<file path="config.mk">
export PLATFORM = sky130hd
export DESIGN_NAME = traffic
export DESIGN_NICKNAME = d
export VERILOG_FILES = /design/src/rtl/traffic.sv
export SDC_FILE = /design/constraint.sdc
export NUM_CORES = 1
export LEC_CHECK = 0
export BUFFER_PORTS_ARGS = -buffer_cell sky130_fd_sc_hd__clkbuf_2
export CAP_MARGIN = 10
export CORE_MARGIN = 2
export CORE_UTILIZATION = 58
export DETAILED_ROUTE_END_ITERATION = 16
export MAX_ROUTING_LAYER = met4
export PLACE_DENSITY = 0.78
export SYNTH_ARGS = -nofsm -noshare
export SYNTH_HDL_FRONTEND = slang
export SYNTH_SLANG_ARGS = --single-unit
</file>
<file path="constraint.sdc">
create_clock -name clk -period 2.5 [get_ports clk]
set_input_delay 0 -clock clk [delete_from_list [all_inputs] [get_ports clk]]
set_output_delay 0 -clock clk [all_outputs]
set_load 0.02 [all_outputs]
</file>
<file path="src/rtl/traffic.sv">
// Pedestrian-crossing controller: one car head, one pedestrian head, latched push-button request.
// Optional macro TRAFFIC_WAIT_LAMP_EN adds the wait_p lamp, which shows the request latch.
module traffic #(
    parameter int CAR_GREEN_MIN = 8,
    parameter int CAR_YELLOW    = 3,
    parameter int ALL_RED       = 2,
    parameter int PED_GREEN     = 10,
    parameter int PED_YELLOW    = 3,
    parameter int CNT_W         = 8
) (
    input  logic clk,
    input  logic rst,
    input  logic button,
    output logic green_c,
    output logic yellow_c,
    output logic red_c,
    output logic green_p,
    output logic yellow_p,
    output logic red_p
`ifdef TRAFFIC_WAIT_LAMP_EN
    ,
    output logic wait_p
`endif
);

    typedef enum logic [2:0] {
        CAR_GO   = 3'd0,
        CAR_WARN = 3'd1,
        CLR1     = 3'd2,
        PED_GO   = 3'd3,
        PED_WARN = 3'd4,
        CLR2     = 3'd5
    } state_t;

    localparam logic [CNT_W-1:0] GMIN_L = CNT_W'(CAR_GREEN_MIN - 1);
    localparam logic [CNT_W-1:0] CYEL_L = CNT_W'(CAR_YELLOW - 1);
    localparam logic [CNT_W-1:0] ARED_L = CNT_W'(ALL_RED - 1);
    localparam logic [CNT_W-1:0] PGRN_L = CNT_W'(PED_GREEN - 1);
    localparam logic [CNT_W-1:0] PYEL_L = CNT_W'(PED_YELLOW - 1);

    // Lamp order: {green_c, yellow_c, red_c, green_p, yellow_p, red_p}
    localparam logic [5:0] L_CAR_GO   = 6'b100_001;
    localparam logic [5:0] L_CAR_WARN = 6'b010_001;
    localparam logic [5:0] L_ALL_RED  = 6'b001_001;
    localparam logic [5:0] L_PED_GO   = 6'b001_100;
    localparam logic [5:0] L_PED_WARN = 6'b001_010;

    state_t           state_q, state_d;
    logic [CNT_W-1:0] cnt_q, cnt_d;
    logic             req_q, req_d;
    logic [5:0]       lamp_q, lamp_d;

    always_comb begin
        state_d = state_q;
        cnt_d   = cnt_q + 1'b1;
        req_d   = req_q;
        case (state_q)
            CAR_GO: begin
                req_d = req_q | button;
                if (cnt_q == GMIN_L) begin
                    if (req_q | button) state_d = CAR_WARN;
                    else                cnt_d   = cnt_q;
                end
            end
            CAR_WARN: begin
                req_d = req_q | button;
                if (cnt_q == CYEL_L) state_d = CLR1;
            end
            CLR1: begin
                req_d = req_q | button;
                // Clearing on PED_GO entry wins over a press on the same edge.
                if (cnt_q == ARED_L) begin
                    state_d = PED_GO;
                    req_d   = 1'b0;
                end
            end
            PED_GO:   if (cnt_q == PGRN_L) state_d = PED_WARN;
            PED_WARN: if (cnt_q == PYEL_L) state_d = CLR2;
            CLR2:     if (cnt_q == ARED_L) state_d = CAR_GO;
            default:  state_d = CAR_GO;
        endcase
        if (state_d != state_q) cnt_d = '0;
    end

    // Lamps are decoded from the next state so they line up with state_q.
    always_comb begin
        lamp_d = L_CAR_GO;
        case (state_d)
            CAR_GO:   lamp_d = L_CAR_GO;
            CAR_WARN: lamp_d = L_CAR_WARN;
            CLR1:     lamp_d = L_ALL_RED;
            PED_GO:   lamp_d = L_PED_GO;
            PED_WARN: lamp_d = L_PED_WARN;
            CLR2:     lamp_d = L_ALL_RED;
            default:  lamp_d = L_CAR_GO;
        endcase
    end

    always_ff @(posedge clk or posedge rst) begin
        if (rst) begin
            state_q <= CAR_GO;
            cnt_q   <= '0;
            req_q   <= 1'b0;
            lamp_q  <= L_CAR_GO;
        end else begin
            state_q <= state_d;
            cnt_q   <= cnt_d;
            req_q   <= req_d;
            lamp_q  <= lamp_d;
        end
    end

    assign {green_c, yellow_c, red_c, green_p, yellow_p, red_p} = lamp_q;

`ifdef TRAFFIC_WAIT_LAMP_EN
    assign wait_p = req_q;
`endif

endmodule

</file>
==> impl_metrics.tcl <==
set metrics [dict create \
    rows 15 \
    port_buffers 8 \
    ys_warn_count 0 \
    post_cts_buffers 0 \
    yosysTopAreaCellShare 0.3604 \
    status "finished clean" \
    setup_viol 0 \
    cp-end-kind "register" \
    hold_ws_ns 0.01190 \
    r2r_slack_ns 0.17 \
    seq_area_frac_synth 0.4077 \
    yosys.cell_types.count 45 \
    grt_antenna_before_repair 0 \
    synth-seq-cells 18 \
    grt_pass1_vias 814 \
    fin_skew_ns 0.007485 \
    seq_area_um2 452.9 \
    ys.flop_type "dfrtp_1" \
    grt_max_degree 19 \
    async_flop_share 1.000 \
    drv_slew 0 \
    start_util 0.6298 \
    first_pass_iters 4 \
    overflow 0 \
    ios 9 \
    fill_cells 145 \
    regToRegStartpoint "cnt_q[6]" \
    multiInputGateArea_um2 596.8 \
    cts_max_level 1 \
    grt_pass1_wl_mm 3.650 \
    gp_congestion 0.9258 \
    peakVddDrop_mv 0.3981 \
    endpoint "cnt_q[2]" \
    fmax_mhz 428.9 \
    groute.usage.overall 0.2374 \
    cts_buffer_depth 2 \
    avgViaCountPerCell 6.247 \
    powerDensity_nw_per_um2 364.0 \
    fp.coreArea_um2 1764 \
    tritoncts "done" \
    min_path_type "in -> reg" \
    areaGrowthSynthToFinish_pct 7.883 \
    critPathMaxFanout 7 \
    dr.first_iter.drc_count 31 \
    syn_inst 114 \
    hp-start "button" \
    tightest_slew_ns 0.6577 \
    hold_violations 0 \
    slew_headroom 0.5610 \
    worstSkewPairLatency_ns 0.29 \
    fin_crit_ns 2.332 \
    cts_resized 0 \
    via_count 912 \
    synth_edf_count 0 \
    syn_nets 120 \
    fp.dieH_um 47.77 \
    startpoint "cnt_q[6]" \
    period_share 0.9327 \
    max-cap-violations 0 \
    critical_path.startpoint_type "register" \
    syn_area_per_cell_um2 9.746 \
    regToRegEndpoint "cnt_q[2]" \
    ys_top_cells_by_area "dfrtp_1, dfstp_2, xor2_1" \
    tns_ns 0 \
    synthesis.area_um2 1111 \
    critPathArrivalTime_ns 2.52 \
    drcViolationCount 0 \
    cts.clk_slew.worst_paths_ns 0.10 \
    clock_sinks 18 \
    path_class "reg -> reg" \
    die-area_um2 2282 \
    wire_per_inst_um 15.16 \
    routed_wirelength_mm 2.213 \
    nets 129 \
    drive_gt1_frac 0.1736 \
    p_leak_nw 0.5124 \
    cts_hold_buf 1 \
    rsz0062_at_grt "no" \
    antenna_cells 0 \
    detail-route-antenna-nets 0 \
    required_ns 2.68 \
    r2r_cells 5 \
    synth_top_cell_by_area "dfrtp_1" \
    fp.dieW_um 47.77 \
    numCtsBuffers 3 \
    dpl.hpwl_mm 1.629 \
    cts-root-buf "clkbuf_4" \
]
worst max-delay path, stage by stage (launching register included):
cell and delay [ns]:
dfrtp_1 0.43, or4_1 0.66, or3_4 0.46, a31oi_4 0.22
nand3_4 0.12, a2111oi_4 0.35
area by class of cell:
cell class	instances	area share
multi-input combinational	80	0.4979
sequential	18	0.3779
timing repair buffer	10	0.04802
inverter	10	0.03132
tap	25	0.02610
clock buffer	3	0.01879
how the worst min path moves through the flow:
| stage | endpoint | slack, ns | cells past startpoint |
|---|---|---|---|
| 5_1_grt | req_q | 0.006 | 3 |
| 3_5_place_dp | cnt_q[3] | 0.10 | 2 |
| 3_3_place_gp | lamp_q[2] | 0.1 | 2 |
| 6_report | req_q | 0.01 | 3 |
| 2_1_floorplan | cnt_q[0] | -0.06 | 1 |
| 4_1_cts | req_q | 0.005 | 3 |
sequential cells by signal, summed over array words and instances, names as in the netlist:
signal and count:
state_q 3, cnt_q 8, req_q 1, lamp_q 6
cell families (layout without fill, tap and decap cells):
kind of cell,count (synthesis),after routing,synth area share
mux,1,1,0.009009
flops,18,18,0.4077
compound gates,26,26,0.2095
simple gates,45,45,0.2455
xor+xnor,5,5,0.03941
fa+ha+maj,3,3,0.03379
buf+inv,16,23,0.05518
through the flow:
step	cell area [um^2]	instances	utilization	worst slack, ns	total power, W
finish	1199	146	0.6794	0.1682	0.0004363
global route	1199	146	0.6794	0.09093	0.0004567
CTS	1199	146	0.6794	0.1727	0.0004416
detailed placement	1166	142	0.6610	0.2009	0.0003041
global placement	1166	142	0.6610	0.2607	0.0003040
floorplan	1111	114	-	0.3276	0.0003011
synth_stat cells, types with 2 or more instances:
library cell,number
xor2_1,5
nor2b_1,2
o21ai_0,2
nand4_1,2
inv_1,10
a21oi_1,4
dfrtp_1,16
nor4b_1,3
nor3b_1,2
nor2_1,9
clkbuf_1,5
a41oi_1,2
nor3_1,2
ha_1,3
nand3_1,5
o31ai_1,4
nand2_1,6
nand2b_1,3
dfstp_2,2
a2111oi_0,2
cell usage in the layout, fill, tap and decap left out, drive strengths merged, types with 2 or more instances in the layout:
| cell | n |
|---|---|
| ha | 3 |
| inv | 10 |
| dfrtp | 16 |
| nor2 | 9 |
| o31ai | 4 |
| nor2b | 2 |
| nand2b | 3 |
| a31oi | 2 |
| nor4b | 3 |
| nor3 | 3 |
| or3 | 2 |
| o21ai | 3 |
| a21oi | 4 |
| dfstp | 2 |
| nand2 | 6 |
| a41oi | 2 |
| clkbuf | 11 |
| nand3 | 6 |
| nor3b | 2 |
| nand4 | 2 |
| a2111oi | 3 |
| xor2 | 5 |
per-layer routing:
metal  up-vias  part of all wire  global-route usage
li1        436                 -                   -
met1       435              0.45              0.3122
met4         0            0.0090             0.04865
met2        37              0.48              0.3733
met5         -                 0                   -
met3         4             0.052             0.05660
power breakdown:
group / internal (W) / leakage, nW / switching, W
logic: 0.00000221 / 0.285 / 0.00000597
registers: 0.000291 / 0.214 / 0.0000000000000000000619
clock network: 0.0000560 / 0.0138 / 0.0000810
total: 0.000349 / 0.512 / 0.0000870
(Power assumes the default switching activity.)
